**src/rtl/openram_arb_pkg.sv**
```systemverilog
// Shared types and geometry for the two-port Wishbone front end of the 32x256 OpenRAM macro.
package openram_arb_pkg;

    localparam int unsigned SRAM_AW = 8;
    localparam int unsigned SRAM_DW = 32;
    localparam int unsigned SRAM_MW = SRAM_DW / 8;

    typedef enum logic [1:0] {
        IDLE,
        CMD,
        WAIT,
        ACK
    } arb_state_t;

    typedef enum logic {
        PORT_A,
        PORT_B
    } port_id_t;

endpackage

```
**src/rtl/rr_arbiter2.sv**
```systemverilog
// Two-requester round-robin pick: a lone requester wins, contention goes to the port not served last.
module rr_arbiter2
    import openram_arb_pkg::*;
(
    input  logic     req_a,
    input  logic     req_b,
    input  port_id_t last_grant,
    output port_id_t grant
);

    always_comb begin
        grant = PORT_A;
        if (req_a && req_b) begin
            grant = (last_grant == PORT_A) ? PORT_B : PORT_A;
        end else if (req_b) begin
            grant = PORT_B;
        end
    end

endmodule

```
**src/rtl/wb_openram_arbiter.sv**
```systemverilog
// Shares the SRAM rw port between two Wishbone classic slaves; one access in flight,
// fixed 3-cycle stb-to-ack latency, round-robin on contention.
module wb_openram_arbiter
    import openram_arb_pkg::*;
#(
    parameter int unsigned ADDR_WIDTH = SRAM_AW,
    parameter int unsigned DATA_WIDTH = SRAM_DW
) (
    input  logic                    wb_clk_i,
    input  logic                    wb_rst_i,

    input  logic                    wbs_a_cyc_i,
    input  logic                    wbs_a_stb_i,
    input  logic                    wbs_a_we_i,
    input  logic [DATA_WIDTH/8-1:0] wbs_a_sel_i,
    input  logic [31:0]             wbs_a_adr_i,
    input  logic [DATA_WIDTH-1:0]   wbs_a_dat_i,
    output logic                    wbs_a_ack_o,
    output logic [DATA_WIDTH-1:0]   wbs_a_dat_o,

    input  logic                    wbs_b_cyc_i,
    input  logic                    wbs_b_stb_i,
    input  logic                    wbs_b_we_i,
    input  logic [DATA_WIDTH/8-1:0] wbs_b_sel_i,
    input  logic [31:0]             wbs_b_adr_i,
    input  logic [DATA_WIDTH-1:0]   wbs_b_dat_i,
    output logic                    wbs_b_ack_o,
    output logic [DATA_WIDTH-1:0]   wbs_b_dat_o,

    output logic                    clk0,
    output logic                    csb0,
    output logic                    web0,
    output logic [DATA_WIDTH/8-1:0] wmask0,
    output logic [ADDR_WIDTH-1:0]   addr0,
    output logic [DATA_WIDTH-1:0]   din0,
    input  logic [DATA_WIDTH-1:0]   dout0
);

    localparam int unsigned MW = DATA_WIDTH / 8;

    arb_state_t state, state_n;
    port_id_t   last_grant, grant, cur_port;
    logic       req_a, req_b;
    logic       cur_we, cur_cyc, aborted;

    logic                  g_we;
    logic [MW-1:0]         g_sel;
    logic [31:0]           g_adr;
    logic [DATA_WIDTH-1:0] g_dat;
    logic                  unused_adr_bits;

    assign clk0    = wb_clk_i;
    assign req_a   = wbs_a_cyc_i & wbs_a_stb_i;
    assign req_b   = wbs_b_cyc_i & wbs_b_stb_i;
    assign cur_cyc = (cur_port == PORT_A) ? wbs_a_cyc_i : wbs_b_cyc_i;

    // Decode above the word address happens upstream.
    assign unused_adr_bits = ^{g_adr[31:ADDR_WIDTH+2], g_adr[1:0]};

    rr_arbiter2 u_rr (
        .req_a      (req_a),
        .req_b      (req_b),
        .last_grant (last_grant),
        .grant      (grant)
    );

    always_comb begin
        g_we  = wbs_a_we_i;
        g_sel = wbs_a_sel_i;
        g_adr = wbs_a_adr_i;
        g_dat = wbs_a_dat_i;
        if (grant == PORT_B) begin
            g_we  = wbs_b_we_i;
            g_sel = wbs_b_sel_i;
            g_adr = wbs_b_adr_i;
            g_dat = wbs_b_dat_i;
        end

        state_n = state;
        unique case (state)
            IDLE: if (req_a || req_b) state_n = CMD;
            CMD:  state_n = WAIT;
            WAIT: state_n = ACK;
            ACK:  state_n = IDLE;
        endcase
    end

    always_ff @(posedge wb_clk_i or posedge wb_rst_i) begin
        if (wb_rst_i) state <= IDLE;
        else          state <= state_n;
    end

    always_ff @(posedge wb_clk_i or posedge wb_rst_i) begin
        if (wb_rst_i) begin
            csb0        <= 1'b1;
            web0        <= 1'b1;
            wmask0      <= '0;
            addr0       <= '0;
            din0        <= '0;
            wbs_a_ack_o <= 1'b0;
            wbs_b_ack_o <= 1'b0;
            wbs_a_dat_o <= '0;
            wbs_b_dat_o <= '0;
            last_grant  <= PORT_B;
            cur_port    <= PORT_A;
            cur_we      <= 1'b0;
            aborted     <= 1'b0;
        end else begin
            unique case (state)
                IDLE: begin
                    if (req_a || req_b) begin
                        addr0      <= g_adr[ADDR_WIDTH+1:2];
                        din0       <= g_dat;
                        wmask0     <= g_we ? g_sel : '0;
                        web0       <= ~g_we;
                        csb0       <= 1'b0;
                        last_grant <= grant;
                        cur_port   <= grant;
                        cur_we     <= g_we;
                        aborted    <= 1'b0;
                    end else begin
                        csb0 <= 1'b1;
                    end
                end
                CMD: begin
                    csb0 <= 1'b1;
                    web0 <= 1'b1;
                    // The SRAM access cannot be cancelled; a dropped cycle only suppresses the ack.
                    if (!cur_cyc) aborted <= 1'b1;
                end
                WAIT: begin
                    if (cur_port == PORT_A) begin
                        wbs_a_dat_o <= cur_we ? '0 : dout0;
                        wbs_a_ack_o <= wbs_a_cyc_i && !aborted;
                    end else begin
                        wbs_b_dat_o <= cur_we ? '0 : dout0;
                        wbs_b_ack_o <= wbs_b_cyc_i && !aborted;
                    end
                end
                ACK: begin
                    wbs_a_ack_o <= 1'b0;
                    wbs_b_ack_o <= 1'b0;
                end
            endcase
        end
    end

endmodule
```
**config.mk**
```make
export PLATFORM = sky130hd
export DESIGN_NAME = wb_openram_arbiter
export DESIGN_NICKNAME = d
export VERILOG_FILES = /design/src/rtl/openram_arb_pkg.sv /design/src/rtl/rr_arbiter2.sv /design/src/rtl/wb_openram_arbiter.sv
export SDC_FILE = /design/constraint.sdc
export NUM_CORES = 1
export LEC_CHECK = 0
export CORE_ASPECT_RATIO = 1.4
export CORE_MARGIN = 10
export CORE_UTILIZATION = 36
export DETAILED_ROUTE_END_ITERATION = 6
export GPL_ROUTABILITY_DRIVEN = 0
export PLACE_DENSITY = 0.76
export SYNTH_ARGS = -nofsm -noshare
export SYNTH_HDL_FRONTEND = slang
export SYNTH_SLANG_ARGS = --single-unit
export TNS_END_PERCENT = 100
```
**constraint.sdc**
```tcl
create_clock -name wb_clk_i -period 3.4 [get_ports wb_clk_i]
set_input_delay 0.34 -clock wb_clk_i [delete_from_list [all_inputs] [get_ports wb_clk_i]]
set_output_delay 0.34 -clock wb_clk_i [all_outputs]
set_load 0.01 [all_outputs]
```
==> qor.txt <==
Max VDD drop -> 411 uV
CP Data Arrival Time -> 2.43 ns
DR pass1 iterations -> 5
Final core utilization -> 58.0%
Clk Latency, worst-skew pair -> 0.52 ns
CP dominant cell by count -> clkbuf_16
RSZ-0062 raised after global routing -> false
Primary FF master, synth -> dfrtp_1
Initial Util -> 37.0%
Kind of critical path -> clock port to output port
EDFF count, synth -> 0
Family with the most delay on the worst path -> buffers and inverters
Max-slew headroom -> 27.3%
Multi-input gate area -> 2100 um^2
Critical path buffers and inverters -> 3
First-pass GRT wire length -> 29300 um
Nets -> 951
Fillers -> 1260
Layout cells sized above 1 -> 7.27%
Routed Antenna Nets -> 0
First-iteration detailed-routing DRC count -> 489
Via density -> 5.44
Req. time, crit path -> 3.06 ns
CTS Hold Bufs -> 0
Total design power -> 7.74 mW
Flops & latches, synth -> 118
Netlist cell types -> 40
Setup ws final -> 0.635 ns
Initial antenna violation count -> 0
Via count -> 5294
Overall routing resource usage -> 18.2%
Area Overhead vs Synth -> 56.7%
Final hold viol count -> 0
CTS tree -> done
Area of the core -> 14600 um^2
Setup TNS -> 0 ns
Die height -> 165 um
Mapped Area -> 5390 um^2
Detail Placement HPWL -> 13800 um
Most common cell after layout, fill and taps aside -> clkdlybuf4s50_1
Mapped Cells -> 556
FP Rows -> 52
Drt drc -> 0
Post-cts sizing count -> 0
WL/cell -> 19.7 um
Critical path startpoint category -> clock port
Fraction of registers with async set/reset -> 100%
Syn. warnings -> 0
Max Slew Vio Count -> 0
Crit end category -> output port
Overflow after GRT -> 0
Seq/Total Area, Yosys -> 54.8%
Clock transition at the registers of the reported paths -> 0.06 ns
Top-Level Pins -> 289
Post-CTS Setup Bufs -> 0
Max Cap Viol -> 0
Hold Path Class -> input port to asynchronous set/reset pin
Slowest cell on crit path -> clkdlybuf4s50_1
Crit-path max cell delay -> 0.48 ns
# diodes -> 0
Die area -> 20300 um^2
Number of global-route vias before repair -> 5482
Die width -> 123 um
Syn Nets -> 736
Status -> completed
Final Skew -> 0.0117 ns
Port bufs -> 240
Sequential cell area -> 2960 um^2
Final setup vio count -> 0
Pwr dens -> 915 nW/um^2
Setup WS pre-CTS -> 0.911 ns
Commonest non-fill, non-tap cells in the layout -> 239 x clkdlybuf4s50_1, 115 x dfrtp_1, 103 x o21ai_0
Leak -> 3.39 nW
Cell Chain, Critical Path -> clkbuf_16 > clkbuf_16 > clkdlybuf4s50_1
CP max FO -> 2
Largest net degree at the start of global routing -> 119
Worst-Margin Slew -> 1.09 ns
Routed wire length -> 19200 um
Syn Area/Cell -> 9.70 um^2
per-layer routing:
metal | share of wire, % | wire length [um] | track usage (%) | vias up
met2 | 51 | 9820 | 30.9 | 231
met1 | 37 | 7150 | 19.6 | 2583
met5 | 0 | 0 | 0 | -
li1 | - | - | - | 2442
met4 | 2.9 | 560 | 8.49 | 0
met3 | 8.8 | 1690 | 6.87 | 38
Yosys cell counts (all sizes together), types with 2 or more instances:
| cell | count | share of area [%] |
|---|---|---|
| a22o | 3 | 0.49 |
| clkbuf | 25 | 1.8 |
| nor2 | 3 | 0.21 |
| and3 | 3 | 0.53 |
| nor3b | 4 | 0.56 |
| o21ai | 105 | 9.7 |
| a221o | 4 | 0.74 |
| nand2b | 34 | 3.9 |
| ha | 4 | 0.93 |
| nand2 | 71 | 5.1 |
| inv | 6 | 0.42 |
| a31oi | 43 | 5.0 |
| a21oi | 46 | 4.3 |
| dfstp | 3 | 1.5 |
| buf | 31 | 4.3 |
| dfrtp | 115 | 53 |
| nand3 | 2 | 0.19 |
| nand4 | 42 | 5.0 |
per-stage QoR:
stage | cell area, um^2 | std cells | hold WS (ns)
2_1_floorplan | 5400 | 556 | 0.432
3_3_place_gp | 7790 | 938 | 0.463
3_5_place_dp | 7790 | 938 | 0.471
4_1_cts | 8450 | 973 | 0.310
5_1_grt | 8450 | 973 | 0.334
6_report | 8450 | 973 | 0.298
path summary, 6_finish.rpt:
path	startpoint	endpoint	slack [ns]	depth (start not counted)
max	wb_clk_i	clk0	0.63	3
min	wb_rst_i	din0[3]$_DFFE_PP0P_	0.30	3
max reg2reg	state[0]$_DFFE_PP0P_	wbs_b_dat_o[18]$_DFFE_PP0P_	1.33	5
min reg2reg	wbs_a_dat_o[15]$_DFFE_PP0P_	wbs_a_dat_o[15]$_DFFE_PP0P_	0.48	2
max in group asynchronous	wb_rst_i	aborted$_DFFE_PP0P_	2.52	3
min in group wb_clk_i	wbs_b_cyc_i	din0[13]$_DFFE_PP0P_	0.34	3
cell type report:
cell class / count / share of cell area [%]
sequential: 118 / 35.0
timing repair buffer: 248 / 29.2
multi-input combinational: 376 / 24.8
clock buffer: 25 / 6.45
tap: 189 / 2.80
clock inverter: 11 / 1.47
inverter: 6 / 0.311
report_power, final:
group | switching, mW | internal [mW]
Sequential | 0.444 | 2.08
Clock | 0.680 | 1.29
Combinational | 1.58 | 1.66
flip-flops by register name, indices dropped and copies added, names as in the netlist:
signal / count
cur_we: 1
cur_port: 1
aborted: 1
state: 2
wbs_a_dat_o: 32
wbs_b_dat_o: 32
web0: 1
addr0: 8
wmask0: 4
csb0: 1
wbs_b_ack_o: 1
din0: 32
last_grant: 1
wbs_a_ack_o: 1
kinds of logic after synthesis:
logic type                 after synthesis  share of synthesized area [%]
adders and majority gates                4                          0.928
buffers and inverters                   62                           6.56
AOI/OAI and AO/OA                      208                           21.4
DFF                                    118                           54.8
muxes                                    1                          0.209
and+or+nand+nor                        163                           16.1
worst register-to-register path, stage by stage, from the launching register on:
cell     delay, ns
dfrtp_1       0.41
inv_1         0.10
ha_1          0.31
nand2_2       0.65
nand2_1       0.30
o21ai_0       0.13
Note: power is estimated with default switching activity, not from simulation.
